--- src/rtl/adder_pkg.sv ---
// Shared definitions for the segmented pipelined adder.
// Contents:
//   DEF_WIDTH, DEF_SEG_W : default operand and segment widths
//   seg_stage_t          : per-segment register record (valid, carry, ovf_src)
//   nseg()               : pipeline depth for a given width/segment split
// The partial sum of each segment is kept next to seg_stage_t, not inside it,
// because its width follows the SEG_W parameter of each instance.
package adder_pkg;

  localparam int DEF_WIDTH = 32;
  localparam int DEF_SEG_W = 8;

  // ovf_src is the signed-overflow condition as if this segment held the
  // operand sign bits; only the top segment's value is used.
  typedef struct packed {
    logic valid;
    logic carry;
    logic ovf_src;
  } seg_stage_t;

  function automatic int nseg(input int width, input int seg_w);
    return width / seg_w;
  endfunction

endpackage

--- src/rtl/seg_add_stage.sv ---
// One SEG_W-bit ripple segment of the pipelined adder plus its register.
// Ports:
//   clk, rst_n      : clock, asynchronous active-low reset
//   en              : pipeline advance; the register holds when low
//   v_in            : valid bit travelling with this operation
//   a_seg, b_seg    : operand segments (b already conditioned for subtract)
//   c_in            : carry from the previous segment (or the carry-in)
//   stage_q         : registered valid / carry-out / overflow source
//   sum_q           : registered partial sum
module seg_add_stage
  import adder_pkg::*;
#(
  parameter int SEG_W = DEF_SEG_W
) (
  input  logic             clk,
  input  logic             rst_n,
  input  logic             en,
  input  logic             v_in,
  input  logic [SEG_W-1:0] a_seg,
  input  logic [SEG_W-1:0] b_seg,
  input  logic             c_in,
  output seg_stage_t       stage_q,
  output logic [SEG_W-1:0] sum_q
);

  logic [SEG_W-1:0] gen;
  logic [SEG_W-1:0] prop;
  logic [SEG_W:0]   carry;
  logic [SEG_W-1:0] sum;
  seg_stage_t       stage_d;
  logic [SEG_W-1:0] sum_d;

  // Generate/propagate ripple through the segment.
  always_comb begin
    gen      = a_seg & b_seg;
    prop     = a_seg ^ b_seg;
    carry    = '0;
    carry[0] = c_in;
    for (int i = 0; i < SEG_W; i++) begin
      carry[i+1] = gen[i] | (prop[i] & carry[i]);
    end
    sum = prop ^ carry[SEG_W-1:0];
  end

  always_comb begin
    stage_d = stage_q;
    sum_d   = sum_q;
    if (en) begin
      stage_d.valid   = v_in;
      stage_d.carry   = carry[SEG_W];
      stage_d.ovf_src = (a_seg[SEG_W-1] == b_seg[SEG_W-1]) &&
                        (sum[SEG_W-1] != a_seg[SEG_W-1]);
      sum_d           = sum;
    end
  end

  always_ff @(posedge clk or negedge rst_n) begin
    if (!rst_n) begin
      stage_q <= '0;
      sum_q   <= '0;
    end else begin
      stage_q <= stage_d;
      sum_q   <= sum_d;
    end
  end

endmodule

--- src/rtl/pipe_seg_adder.sv ---
// Pipelined, segmented WIDTH-bit adder: the carry chain is cut into
// NSEG = WIDTH/SEG_W ripple segments with one register stage each.
// Latency NSEG cycles, one operation per cycle.
// Optional feature: define ADDER_SUB_EN to add the in_sub port
// (b is inverted and the carry-in forced to 1 for a subtract).
// Ports:
//   clk, rst_n           : clock, asynchronous active-low reset
//   in_valid/in_ready    : operand beat handshake
//   in_a, in_b, in_cin   : operands and carry-in
//   in_sub               : subtract request (ADDER_SUB_EN only)
//   out_valid/out_ready  : result handshake
//   out_sum              : (a + b' + cin') mod 2^WIDTH
//   out_cout, out_ovf    : carry out of the MSB, signed overflow
//
// Handshake: a beat moves on a clock edge where valid & ready are both high;
// the sender keeps valid and data stable until then. All stages share one
// advance enable, adv = ~out_valid | out_ready, which is also in_ready, so the
// whole pipe either shifts as a unit or freezes as a unit.
module pipe_seg_adder
  import adder_pkg::*;
#(
  parameter int WIDTH = DEF_WIDTH,
  parameter int SEG_W = DEF_SEG_W
) (
  input  logic             clk,
  input  logic             rst_n,
  input  logic             in_valid,
  output logic             in_ready,
  input  logic [WIDTH-1:0] in_a,
  input  logic [WIDTH-1:0] in_b,
  input  logic             in_cin,
`ifdef ADDER_SUB_EN
  input  logic             in_sub,
`endif
  output logic             out_valid,
  input  logic             out_ready,
  output logic [WIDTH-1:0] out_sum,
  output logic             out_cout,
  output logic             out_ovf
);

  localparam int NSEG = nseg(WIDTH, SEG_W);

  if (WIDTH % SEG_W != 0) begin : g_bad_width
    $error("pipe_seg_adder: WIDTH must be a multiple of SEG_W");
  end

  logic             adv;
  logic [WIDTH-1:0] b_eff;
  logic             cin_eff;
  seg_stage_t       st_q    [NSEG];
  logic [SEG_W-1:0] sum_q   [NSEG];
  logic [SEG_W-1:0] seg_out [NSEG];

`ifdef ADDER_SUB_EN
  always_comb begin
    b_eff   = in_b ^ {WIDTH{in_sub}};
    cin_eff = in_cin | in_sub;
  end
`else
  always_comb begin
    b_eff   = in_b;
    cin_eff = in_cin;
  end
`endif

  assign out_valid = st_q[NSEG-1].valid;
  assign out_cout  = st_q[NSEG-1].carry;
  assign out_ovf   = st_q[NSEG-1].ovf_src;
  assign adv       = ~out_valid | out_ready;
  assign in_ready  = adv;

  always_comb begin
    for (int k = 0; k < NSEG; k++) begin
      out_sum[k*SEG_W +: SEG_W] = seg_out[k];
    end
  end

  for (genvar k = 0; k < NSEG; k++) begin : g_seg
    logic [SEG_W-1:0] a_op;
    logic [SEG_W-1:0] b_op;
    logic             c_op;
    logic             v_op;

    if (k == 0) begin : g_first
      assign a_op = in_a[SEG_W-1:0];
      assign b_op = b_eff[SEG_W-1:0];
      assign c_op = cin_eff;
      assign v_op = in_valid;
    end else begin : g_skew
      // Segment k of the operands waits k cycles so it meets the carry
      // produced for the same operation by segment k-1.
      logic [SEG_W-1:0] a_sk_d [k];
      logic [SEG_W-1:0] a_sk_q [k];
      logic [SEG_W-1:0] b_sk_d [k];
      logic [SEG_W-1:0] b_sk_q [k];

      always_comb begin
        for (int j = 0; j < k; j++) begin
          a_sk_d[j] = a_sk_q[j];
          b_sk_d[j] = b_sk_q[j];
        end
        if (adv) begin
          a_sk_d[0] = in_a[k*SEG_W +: SEG_W];
          b_sk_d[0] = b_eff[k*SEG_W +: SEG_W];
          for (int j = 1; j < k; j++) begin
            a_sk_d[j] = a_sk_q[j-1];
            b_sk_d[j] = b_sk_q[j-1];
          end
        end
      end

      always_ff @(posedge clk or negedge rst_n) begin
        if (!rst_n) begin
          for (int j = 0; j < k; j++) begin
            a_sk_q[j] <= '0;
            b_sk_q[j] <= '0;
          end
        end else begin
          for (int j = 0; j < k; j++) begin
            a_sk_q[j] <= a_sk_d[j];
            b_sk_q[j] <= b_sk_d[j];
          end
        end
      end

      assign a_op = a_sk_q[k-1];
      assign b_op = b_sk_q[k-1];
      assign c_op = st_q[k-1].carry;
      assign v_op = st_q[k-1].valid;
    end

    seg_add_stage #(.SEG_W(SEG_W)) u_stage (
      .clk     (clk),
      .rst_n   (rst_n),
      .en      (adv),
      .v_in    (v_op),
      .a_seg   (a_op),
      .b_seg   (b_op),
      .c_in    (c_op),
      .stage_q (st_q[k]),
      .sum_q   (sum_q[k])
    );

    if (k == NSEG - 1) begin : g_top
      assign seg_out[k] = sum_q[k];
    end else begin : g_deskew
      // Lower sum segments finish early and wait for the top segment.
      localparam int DK = NSEG - 1 - k;
      logic [SEG_W-1:0] ds_d [DK];
      logic [SEG_W-1:0] ds_q [DK];

      always_comb begin
        for (int j = 0; j < DK; j++) begin
          ds_d[j] = ds_q[j];
        end
        if (adv) begin
          ds_d[0] = sum_q[k];
          for (int j = 1; j < DK; j++) begin
            ds_d[j] = ds_q[j-1];
          end
        end
      end

      always_ff @(posedge clk or negedge rst_n) begin
        if (!rst_n) begin
          for (int j = 0; j < DK; j++) begin
            ds_q[j] <= '0;
          end
        end else begin
          for (int j = 0; j < DK; j++) begin
            ds_q[j] <= ds_d[j];
          end
        end
      end

      assign seg_out[k] = ds_q[DK-1];
    end
  end

endmodule

--- config.mk ---
export PLATFORM = sky130hd
export DESIGN_NAME = pipe_seg_adder
export DESIGN_NICKNAME = d
export VERILOG_FILES = /design/src/rtl/adder_pkg.sv /design/src/rtl/seg_add_stage.sv /design/src/rtl/pipe_seg_adder.sv
export SDC_FILE = /design/constraint.sdc
export NUM_CORES = 1
export LEC_CHECK = 0
export CAP_MARGIN = 10
export CORE_MARGIN = 2
export CORE_UTILIZATION = 59
export DETAILED_ROUTE_END_ITERATION = 16
export GPL_TIMING_DRIVEN = 0
export PLACE_DENSITY = 0.89
export SLEW_MARGIN = 10
export SYNTH_ARGS = -nofsm -noshare
export SYNTH_HDL_FRONTEND = slang
export SYNTH_SLANG_ARGS = --single-unit
export TNS_END_PERCENT = 100
--- constraint.sdc ---
create_clock -name clk -period 12 [get_ports clk]
set_input_delay 1.2 -clock clk [delete_from_list [all_inputs] [get_ports clk]]
set_output_delay 1.2 -clock clk [all_outputs]
set_load 0.01 [all_outputs]
==> results by group, run 1 <==
Outcome
  • Outcome: finished clean

Drt
  • Met1 WL: roughly 6500 µm
  • Post-DRT Antenna Nets: 0
  • Initial DRT Pass Iterations: 4
  • Per-cell routed wire length: ~19 µm
  • DR WL met3: 633 µm
  • DR iter-0 viols: about 200
  • Vias per std cell: between 5 and 6
  • Routed wire length on met2: approximately 7700 µm
  • Top routing layer in use: met4
  • DRC errors left: 0
  • WL final: between 15,000 and 20,000 µm
  • Via Count: around 4,100

Logic synthesis
  • Synth Area in XOR/XNOR: 0.00109
  • Syn nets: a little under 600
  • Largest family of logic cells by synthesized area: multiplexers
  • Post-synthesis mux area share: 0.272
  • Yosys Warn Count: 0
  • Post-synth cell types: 19
  • Adder-cell share of the synthesized area: 0.0815
  • Synth Area per Inst: between 15 and 20 µm²
  • Sequential area share after synthesis: 0.578
  • Synth Area in Simple Gates: 0.0112
  • #FFs+latches synth: about 190
  • Synth Area in Compound Gates: 0.00656
  • Post-Syn Instances: approximately 480
  • Post-Syn Area: around 8000 µm²

Cells and area
  • Area growth, synth to finish: 24.0%
  • Diode count: 0
  • Fraction of layout cells with a size suffix above 1: 0.388
  • Total Nets Final: ~710

Clocking
  • Worst skew pair latency: between 400 and 500 ps
  • # hold bufs at CTS: 0
  • Cts bufs inserted: 17
  • CTS sink cnt: about 190
  • Postcts setup bufs: 0
  • Worst-case clock buffer depth: 2
  • CTS clock-pin slew for the worst setup and hold paths: ~60 ps
  • CTS resizes: 0
  • CTS tree: done
  • Htree depth: 4
  • Root Driver: clkbuf_16

Setup path
  • CP Capture Type: flop
  • Register-to-register setup slack: 7890 ps
  • WP data required: between 10,000 and 15,000 ps
  • Arr. time, crit path: around 4900 ps
  • CP dominant cell by count: fa_1
  • Worst Path Max Fanout: 1
  • Worst path cell trace: clkdlybuf4s50_1 > inv_1 > fa_1 > inv_1 > fa_1 > fa_1 > fa_1 > fa_1 > fa_1 > fa_1 > inv_1 > fa_1 > a21oi_1
  • CP delay by family, top: adder cells
  • Slowest cell on the critical path: fa_1
  • Worst r2r dst: g_seg[3].u_stage.stage_q[0]
  • FF-to-FF path depth: 13
  • CP bufs+invs: 4
  • Worst Setup SP: in_a[0]
  • Startpoint type of the worst setup path: input pin
  • Slowest stage delay, CP: between 400 and 500 ps
  • R2R Path Start: g_seg[3].a_op[0]
  • CP Class: input pin to flop

Pwr
  • Leak Pwr: approximately 4.5 nW
  • Worst vdd ir: 0.188 mV
  • PD cells: 269 nW/µm²
  • Final Power: between 0.002 and 0.003 W

STA
  • RSZ-0062 raised after global routing: false
  • Rel. slew slack: 0.539
  • Hold Slack: approximately 470 ps
  • Final Critical Period: between 4000 and 5000 ps
  • Final Max Tran Viols: 0
  • Final Setup Violations: 0
  • Clk_skew: between 5 and 6 ps
  • Setup TNS: 0 ps
  • Worst-Margin Slew: between 600 and 700 ps
  • Fin crit share: 0.377
  • Hold Violations, Final: 0
  • Max Freq: 221 MHz
  • Setup slack after layout: 7470 ps

Global routing
  • Initial antenna violation count: 0
  • Vias in the first global route: ~4,700
  • First-pass GRT wire length: around 25,000 µm
  • GRT overflow: 0
  • Total GRT Usage: 0.228
  • Largest net degree at the start of global routing: 94

Min path
  • Hold Path Origin: g_seg[2].u_stage.stage_q[2]
  • Worst hold endpoint: g_seg[3].u_stage.stage_q[2]
  • Hold Path Class: flop to flop
  • Hold Path Cell Cnt: 1

Run
  • Number of max-cap violations: 0

Floorplan
  • # rows: 42
  • Initial Utilization: 0.605
  • Die height: 121 µm
  • CORE AREA: around 13,000 µm²
  • Die extent in x: ~120 µm
  • Io pins: ~110
  • Die footprint: between 10,000 and 15,000 µm²

Placed design
  • Pre-CTS setup slack: around 7000 ps
  • Port Buf Inserts: roughly 100
  • Hpwl dp: around 10,000 µm
  • Routability congestion estimate from global placement: ~0.85
flip-flops by register name, indices dropped and copies added (netlist names):
name / cells
g_seg.g_skew.a_sk_q: 24
g_seg.u_stage.stage_q: 9
g_seg.a_op: 24
g_seg.b_op: 24
out_sum: 16
g_seg.g_deskew.ds_q: 32
g_seg.u_stage.sum_q: 32
g_seg.g_skew.b_sk_q: 24
power breakdown:
| group | leakage, nW | switching [W] | internal, W |
|---|---|---|---|
| registers | 2.15 | 0.000171 | 0.000899 |
| logic | 2.00 | 0.000372 | 0.000638 |
| clock network | 0.314 | 0.000223 | 0.000370 |
synth_stat cells:
master | number | share of area
a21oi_1 | 9 | 0.0056
buf_2 | 5 | 0.0031
buf_4 | 24 | 0.022
buf_6 | 7 | 0.0098
clkbuf_1 | 2 | 0.00094
dfrtp_1 | 185 | 0.58
fa_1 | 32 | 0.080
ha_1 | 1 | 0.0016
inv_1 | 28 | 0.013
inv_2 | 1 | 0.00047
mux2_2 | 111 | 0.16
mux2_4 | 60 | 0.11
mux2i_1 | 3 | 0.0037
nand2b_1 | 1 | 0.00078
nand3b_1 | 1 | 0.00094
nor2b_2 | 1 | 0.0011
nor3b_1 | 9 | 0.0084
o31ai_1 | 1 | 0.00094
xor2_1 | 1 | 0.0011
worst register-to-register path, cell delays in order, from the launching register on:
cell,delay [ps]
dfrtp_1,390
inv_1,90
fa_1,180
inv_1,60
fa_1,410
fa_1,400
fa_1,410
fa_1,410
fa_1,400
fa_1,400
inv_1,90
fa_1,440
xor2_1,160
o31ai_1,210
layout make-up:
cell class                 instances  area, µm²
clock inverter                     8        140
clock buffer                      24        492
buffer                            38        292
sequential                       185       4630
tap                              176        220
inverter                          29        109
fill                             813       3300
timing repair buffer             105       1070
multi-input combinational        230       2990
cells by family after synthesis:
group,after synthesis
mux,174
xor+xnor,1
fa+ha+maj,33
buf+inv,67
compound gates,10
simple gates,12
flops,185
through the flow:
step           area, µm²  instances   util
3_5_place_dp        9310        763  0.703
5_1_grt             9940        795  0.751
2_1_floorplan       8020        482      -
4_1_cts             9940        795  0.751
3_3_place_gp        9280        762  0.700
6_report            9940        795  0.751
metal layers:
metal,up-vias,GRT usage
met5,-,0
li1,1854,-
met2,97,0.372
met4,0,0.0858
met3,26,0.0476
met1,2171,0.305
worst max path at each step:
stage	end	slack (ps)	cells after the start
6_report	g_seg[0].u_stage.sum_q[7]	7470	13
4_1_cts	g_seg[0].u_stage.sum_q[7]	7450	13
3_3_place_gp	g_seg[3].g_skew.b_sk_q[20]	2670	1
2_1_floorplan	g_seg[0].u_stage.sum_q[7]	7650	12
3_5_place_dp	g_seg[0].u_stage.sum_q[7]	7020	13
5_1_grt	g_seg[0].u_stage.sum_q[7]	7310	13
placed cells by master (no fill, tap or decap), types with 3 or more instances in the layout:
cell type,Yosys,routed
a21oi_1,9,9
buf_2,5,5
buf_4,24,24
buf_6,7,7
bufinv_16,0,4
clkbuf_1,2,5
clkbuf_16,0,17
clkbuf_8,0,4
clkdlybuf4s50_1,0,103
clkinv_2,0,4
dfrtp_1,185,185
fa_1,32,32
inv_1,28,28
mux2_2,111,111
mux2_4,60,60
mux2i_1,3,3
nor3b_1,9,9
No activity file was read; power rests on OpenSTA's default activity.
==> inputs of run 2 (changes only) <==
--- a/config.mk
+++ b/config.mk
@@ -7,10 +7,10 @@
 export LEC_CHECK = 0
 export CAP_MARGIN = 10
 export CORE_MARGIN = 2
-export CORE_UTILIZATION = 59
+export CORE_UTILIZATION = 50
 export DETAILED_ROUTE_END_ITERATION = 16
 export GPL_TIMING_DRIVEN = 0
-export PLACE_DENSITY = 0.89
+export PLACE_DENSITY = 0.8
 export SLEW_MARGIN = 10
 export SYNTH_ARGS = -nofsm -noshare
 export SYNTH_HDL_FRONTEND = slang
==> constraint.sdc (replaced) <==
create_clock -name clk -period 3.9 [get_ports clk]
set_input_delay 0.39 -clock clk [delete_from_list [all_inputs] [get_ports clk]]
set_output_delay 0.39 -clock clk [all_outputs]
set_load 0.01 [all_outputs]
==> run 2 against run 1 <==
Compared with the run above:
- sequential power increased to 3.1 times the previous value
- worst hold slack improved by 3.4 ps
- non-clock buffer count grew 2
- first-iteration DRC count increased by 19%
- highest routed layer unchanged
- utilization down 12 points
- critical path type is now flop to flop
- count of clock-buffer cells in the layout shrank 2
- critical path depth did not move
==> results by group, run 2 (same netlist as run 1, synthesis figures left out) <==
Global routing
  • GRT overflow: 0 (unchanged)
  • Vias in the first global route: 4,700 (was 4,706)
  • Total GRT Usage: 0.199 (was 0.228)
  • Largest net degree at the start of global routing: 113 (was 94)
  • First-pass GRT wire length: 25,100 µm (was 24,900 µm)
  • Initial antenna violation count: 0 (unchanged)

Clocking
  • Worst skew pair latency: 430 ps (was 420 ps)
  • CTS tree: done (unchanged)
  • Worst-case clock buffer depth: 2 (unchanged)
  • Htree depth: 4 (unchanged)
  • CTS clock-pin slew for the worst setup and hold paths: 60 ps (about the same)
  • Cts bufs inserted: 17 (unchanged)
  • Root Driver: clkbuf_16 (unchanged)
  • CTS sink cnt: 185 (unchanged)

Run
  • Number of max-cap violations: 0 (unchanged)

Placed design
  • Pre-CTS setup slack: -404 ps (was 7020 ps)
  • Hpwl dp: 10,600 µm (was 10,200 µm)
  • Routability congestion estimate from global placement: 0.791 (was 0.851)
  • Port Buf Inserts: 104 (unchanged)

Cells and area
  • Total Nets Final: 710 (was 708)
  • FILL cells: 1,174 (was 813)
  • Most common cell after layout, fill and taps aside: dfrtp_1 (unchanged)
  • Area growth, synth to finish: 24.9% (was 24.0%)
  • Final core utilization: 0.635 (was 0.751)
  • Diode count: 0 (unchanged)
  • Reg area: 4630 µm² (unchanged)
  • Most frequent cells in the layout: dfrtp_1 (185), mux2_2 (111), clkdlybuf4s50_1 (103) (unchanged)
  • Largest registers: g_seg.g_deskew.ds_q (32), g_seg.u_stage.sum_q (32) (unchanged)
  • Multi-input combinational cell area: 3010 µm² (was 2990 µm²)
  • Fraction of layout cells with a size suffix above 1: 0.409 (was 0.388)

Setup path
  • R2R Path Start: g_seg[3].a_op[0] (unchanged)
  • CP dominant cell by count: fa_2 (was fa_1)
  • Worst Path Max Fanout: 2 (was 1)
  • CP Class: flop to flop (was input pin to flop)
  • CP Capture Type: flop (unchanged)
  • Worst Setup SP: g_seg[3].a_op[0] (was in_a[0])
  • Slowest cell on the critical path: fa_1 (unchanged)
  • Slowest stage delay, CP: 440 ps (was 430 ps)
  • Startpoint type of the worst setup path: flop (was input pin)
  • Arr. time, crit path: 4230 ps (was 4870 ps)
  • WP data required: 4230 ps (was 12,350 ps)
  • FF-to-FF path depth: 13 (unchanged)
  • Worst path cell trace: inv_2 > fa_2 > inv_2 > fa_2 > fa_2 > fa_2 > fa_2 > fa_2 > fa_2 > inv_2 > fa_1 > xor2_1 > o31ai_1 (was clkdlybuf4s50_1 > inv_1 > fa_1 > inv_1 > fa_1 > fa_1 > fa_1 > fa_1 > fa_1 > fa_1 > inv_1 > fa_1 > a21oi_1)

Min path
  • Hold Path Cell Cnt: 1 (unchanged)
  • Hold Path Class: flop to flop (unchanged)
  • Hold Path Origin: g_seg[2].u_stage.stage_q[2] (unchanged)

Drt
  • Initial DRT Pass Iterations: 4 (unchanged)
  • Via Count: 4,173 (was 4,148)
  • Vias per std cell: 5.00 (was 5.22)
  • Post-DRT Antenna Nets: 0 (unchanged)
  • DR iter-0 viols: 233 (was 195)
  • WL final: 15,300 µm (was 15,100 µm)
  • DRC errors left: 0 (unchanged)
  • Per-cell routed wire length: 18.3 µm (was 18.9 µm)

Floorplan
  • Die extent in x: 131 µm (was 121 µm)
  • Initial Utilization: 0.508 (was 0.605)
  • Die footprint: 17,100 µm² (was 14,500 µm²)
  • Io pins: 105 (unchanged)
  • # rows: 46 (was 42)
  • Die height: 131 µm (was 121 µm)
  • CORE AREA: 15,800 µm² (was 13,200 µm²)

Pwr
  • Worst vdd ir: 0.424 mV (was 0.188 mV)
  • Leak Pwr: 4.44 nW (was 4.46 nW)
  • PD cells: 829 nW/µm² (was 269 nW/µm²)

STA
  • Worst-Margin Slew: 555 ps (was 691 ps)
  • Clk_skew: 7.87 ps (was 5.04 ps)
  • Final Setup Violations: 0 (unchanged)
  • Final Max Tran Viols: 0 (unchanged)
  • Max Freq: 256 MHz
  • Hold Slack: 471 ps (was 468 ps)
  • Setup slack after layout: 1.15 ps (was 7470 ps)
  • RSZ-0062 raised after global routing: true (was false)
  • Fin crit share: 1.00
  • Hold Violations, Final: 0 (unchanged)
  • Rel. slew slack: 0.630 (was 0.539)
  • Final Critical Period: between 3000 and 4000 ps

Outcome
  • Outcome: finished clean (unchanged)
## run 2: worst paths after layout
check	endpoint	slack [ps]
worst max-delay path	g_seg[3].u_stage.stage_q[0]	1
worst min-delay path	g_seg[3].u_stage.stage_q[2]	470
worst max register to register	g_seg[3].u_stage.stage_q[0]	1
worst min register to register	g_seg[3].u_stage.stage_q[2]	470
max in group asynchronous	g_seg[0].u_stage.stage_q[1]	2440
min in group asynchronous	g_seg[3].g_skew.b_sk_q[21]	520
## run 2: stage by stage
step | setup TNS [ps] | area [µm²] | instances | total power (W)
final | 0 | 10000 | 835 | 0.00830
after global routing | -103 | 10000 | 835 | 0.00881
after CTS | 0 | 10000 | 835 | 0.00835
after global placement | -863580 | 9330 | 802 | 0.00625
after floorplan | 0 | 8020 | 482 | 0.00533
after detailed placement | -918 | 9360 | 803 | 0.00645
## run 2: final cells by class
class,instances,area share
Sequential cell,185,0.463
Multi-Input combinational cell,230,0.301
Timing Repair Buffer,107,0.109
Clock buffer,22,0.0464
Buffer,38,0.0291
Tap cell,216,0.0270
Clock inverter,8,0.0145
Inverter,29,0.0109
## run 2: critical path: cells and delay by family, from the launching register on
kind	cells	cell delay (ps)
compound gates	1	200
buf+inv	3	200
xor+xnor	1	160
flops	1	390
fa+ha+maj	8	2840
## run 2: per-layer routing
metal / part of all wire / global-route usage / wire length, µm / vias up
met5: 0 / 0 / 0 / -
met4: 0.018 / 0.0688 / 282 / 0
met3: 0.044 / 0.0480 / 679 / 22
met2: 0.51 / 0.331 / 7810 / 92
met1: 0.43 / 0.258 / 6510 / 2203
li1: - / - / - / 1856
## run 2: where the power goes
group	leakage [nW]	internal, W	switching [W]
logic	2.00	0.00203	0.00118
registers	2.15	0.00277	0.000524
clock network	0.292	0.00110	0.000700
## run 2: repair_timing
item                                    4_1_cts  5_1_grt
endpoints found under the setup margin        2        4
pin swaps                                     2        1
gates resized for setup                       9        5
endpoints found under the hold margin        73        0
buffers inserted                              1        0
hold buffers                                  1        0
==> inputs of run 3 (changes only) <==
--- a/config.mk
+++ b/config.mk
@@ -7,10 +7,11 @@
 export LEC_CHECK = 0
 export CAP_MARGIN = 10
 export CORE_MARGIN = 2
-export CORE_UTILIZATION = 50
+export CORE_UTILIZATION = 57
 export DETAILED_ROUTE_END_ITERATION = 16
+export DONT_BUFFER_PORTS = 1
 export GPL_TIMING_DRIVEN = 0
-export PLACE_DENSITY = 0.8
+export PLACE_DENSITY = 0.79
 export SLEW_MARGIN = 10
 export SYNTH_ARGS = -nofsm -noshare
 export SYNTH_HDL_FRONTEND = slang
==> run 3 against run 2 <==
Compared with the run above:
- the flow now finishes with violations (hold timing)
- sequential share of layout area increased by 5.6 points
- via count decreased by 12%
- first-iteration DRC count decreased by 16%
- critical path depth increased by 1
- critical endpoint is now g_seg[3].u_stage.sum_q[7]
- highest routed layer unchanged
==> results by group, run 3 (same netlist as run 1, synthesis figures left out) <==
Clocking
  • CTS clock-pin slew for the worst setup and hold paths: 70 ps (was 60 ps)
  • CTS tree: done (unchanged)
  • CTS sink cnt: 185 (unchanged)
  • Root Driver: clkbuf_16 (unchanged)
  • Worst-case clock buffer depth: 2 (unchanged)
  • Cts bufs inserted: 17 (unchanged)
  • Worst skew pair latency: 430 ps (about the same)
  • Htree depth: 4 (unchanged)

Cells and area
  • Multi-input combinational cell area: 3010 µm² (about the same)
  • Area growth, synth to finish: 11.4% (was 24.9%)
  • Diode count: 0 (unchanged)
  • Largest registers: g_seg.g_deskew.ds_q (32), g_seg.u_stage.sum_q (32) (unchanged)
  • FILL cells: 967 (was 1,174)
  • Most common cell after layout, fill and taps aside: dfrtp_1 (unchanged)
  • Total Nets Final: 606 (was 710)
  • Reg area: 4630 µm² (unchanged)
  • Most frequent cells in the layout: dfrtp_1 (185), mux2_2 (111), mux2_4 (60) (was dfrtp_1 (185), mux2_2 (111), clkdlybuf4s50_1 (103))
  • Non-filler cells in the finished layout: 696 (was 835)
  • Fraction of layout cells with a size suffix above 1: 0.492 (was 0.409)
  • Final instance area: 8930 µm² (was 10,000 µm²)

Floorplan
  • Die height: 123 µm (was 131 µm)
  • CORE AREA: 13,800 µm² (was 15,800 µm²)
  • Initial Utilization: 0.580 (was 0.508)
  • Die footprint: 15,000 µm² (was 17,100 µm²)
  • Io pins: 105 (unchanged)
  • Die extent in x: 123 µm (was 131 µm)
  • # rows: 43 (was 46)

Setup path
  • Register-to-register setup slack: 70 ps (was 1 ps)
  • Arr. time, crit path: 4180 ps (was 4230 ps)
  • FF-to-FF path depth: 14 (was 13)
  • Worst r2r dst: g_seg[3].u_stage.sum_q[7] (was g_seg[3].u_stage.stage_q[0])
  • Worst Path Max Fanout: 2 (unchanged)
  • CP Capture Type: flop (unchanged)
  • WP data required: 4250 ps (was 4230 ps)
  • CP Class: flop to flop (unchanged)
  • R2R Path Start: g_seg[3].b_op[0] (was g_seg[3].a_op[0])
  • Startpoint type of the worst setup path: flop (unchanged)

Placed design
  • Routability congestion estimate from global placement: 0.801 (was 0.791)
  • Area of placed instances: 8240 µm² (was 9360 µm²)
  • Hpwl dp: 9350 µm (was 10,600 µm)
  • Pre-CTS setup slack: -238 ps (was -404 ps)
  • Port Buf Inserts: 0 (was 104)
  • Placed Cells: 662 (was 803)

STA
  • Final Setup Violations: 0 (unchanged)
  • Setup TNS: 0 ps (unchanged)
  • Hold Violations, Final: 185 (was 0)
  • Worst-Margin Slew: 509 ps (was 555 ps)
  • Hold Slack: -338 ps (was 471 ps)
  • Clk_skew: 8.81 ps (was 7.87 ps)
  • Max Freq: 261 MHz (was 256 MHz)
  • RSZ-0062 raised after global routing: true (unchanged)
  • Final Critical Period: 3830 ps (was 3900 ps)
  • Final Max Tran Viols: 0 (unchanged)
  • Fin crit share: 0.983 (was 1.00)
  • Rel. slew slack: 0.661 (was 0.630)
  • Setup slack after layout: 67.3 ps (was 1.15 ps)

Drt
  • Via Count: 3,693 (was 4,173)
  • Post-DRT Antenna Nets: 0 (unchanged)
  • DRC errors left: 0 (unchanged)
  • WL final: 13,800 µm (was 15,300 µm)
  • Vias per std cell: 5.31 (was 5.00)
  • Per-cell routed wire length: 19.8 µm (was 18.3 µm)
  • DR iter-0 viols: 196 (was 233)
  • Initial DRT Pass Iterations: 4 (unchanged)

Global routing
  • Initial antenna violation count: 0 (unchanged)
  • GRT overflow: 0 (unchanged)
  • Total GRT Usage: 0.200 (was 0.199)
  • Largest net degree at the start of global routing: 186 (was 113)
  • Vias in the first global route: 4,086 (was 4,700)
  • First-pass GRT wire length: 22,000 µm (was 25,100 µm)

Min path
  • Hold Path Class: input pin to asynchronous set/reset pin (was flop to flop)

Pwr
  • Worst vdd ir: 0.471 mV (was 0.424 mV)
  • Leak Pwr: 4.04 nW (was 4.44 nW)
  • PD cells: 880 nW/µm² (was 829 nW/µm²)

Run
  • Number of max-cap violations: 0 (unchanged)

Outcome
  • Outcome: finished with violations (was finished clean)
  • Failing checks: hold timing
-- run 3: cell type report --
type | count | area share
Buffer | 38 | 0.0326
Clock buffer | 19 | 0.0496
Clock inverter | 12 | 0.0221
Inverter | 29 | 0.0122
Multi-Input combinational cell | 230 | 0.337
Sequential cell | 185 | 0.518
Tap cell | 180 | 0.0252
Timing Repair Buffer | 3 | 0.00252
-- run 3: per-stage QoR --
stage               utilization  hold WS [ps]  power (W)
floorplan                     -          94.4    0.00533
global placement          0.596           101    0.00578
detailed placement        0.596           103    0.00595
CTS                       0.644          -348    0.00790
global route              0.646          -361    0.00833
finish                    0.646          -338    0.00786
-- run 3: worst max path at each step --
stage | start | endpoint
finish | g_seg[3].b_op[0] | g_seg[3].u_stage.sum_q[7]
global route | g_seg[3].a_op[0] | g_seg[3].u_stage.sum_q[7]
CTS | g_seg[3].b_op[0] | g_seg[3].u_stage.stage_q[0]
detailed placement | g_seg[3].a_op[0] | g_seg[3].u_stage.stage_q[0]
global placement | g_seg[3].a_op[0] | g_seg[3].u_stage.stage_q[0]
floorplan | g_seg[3].a_op[0] | g_seg[3].u_stage.stage_q[0]
-- run 3: routing by layer --
layer | share of wire | up-vias | GRT usage | wire, µm
met1 | 0.44 | 1926 | 0.264 | 6090
met2 | 0.48 | 84 | 0.311 | 6630
met5 | 0 | - | 0 | 0
met4 | 0.024 | 0 | 0.0805 | 329
met3 | 0.054 | 24 | 0.0641 | 741
li1 | - | 1659 | - | -
-- run 3: what timing repair did --
item / in CTS / in global routing
hold endpoints to repair: 185 / 185
gates resized for setup: 7 / 5
pin swaps: 2 / 2
endpoints found under the setup margin: 3 / 3
cloned: 0 / 0
buffers inserted: 1 / 2
-- run 3: report_power, final --
| part | internal [W] | switching [W] |
|---|---|---|
| clock network | 0.00115 | 0.000709 |
| registers | 0.00277 | 0.000579 |
| logic | 0.00168 | 0.000982 |
-- run 3: critical path, stage by stage (launching register included) --
cell,delay [ps]
dfrtp_1,380
inv_1,80
fa_2,190
inv_1,50
fa_2,360
fa_2,350
fa_2,350
fa_2,360
fa_2,350
fa_2,350
inv_1,90
fa_1,440
buf_4,150
buf_4,120
a21oi_1,110
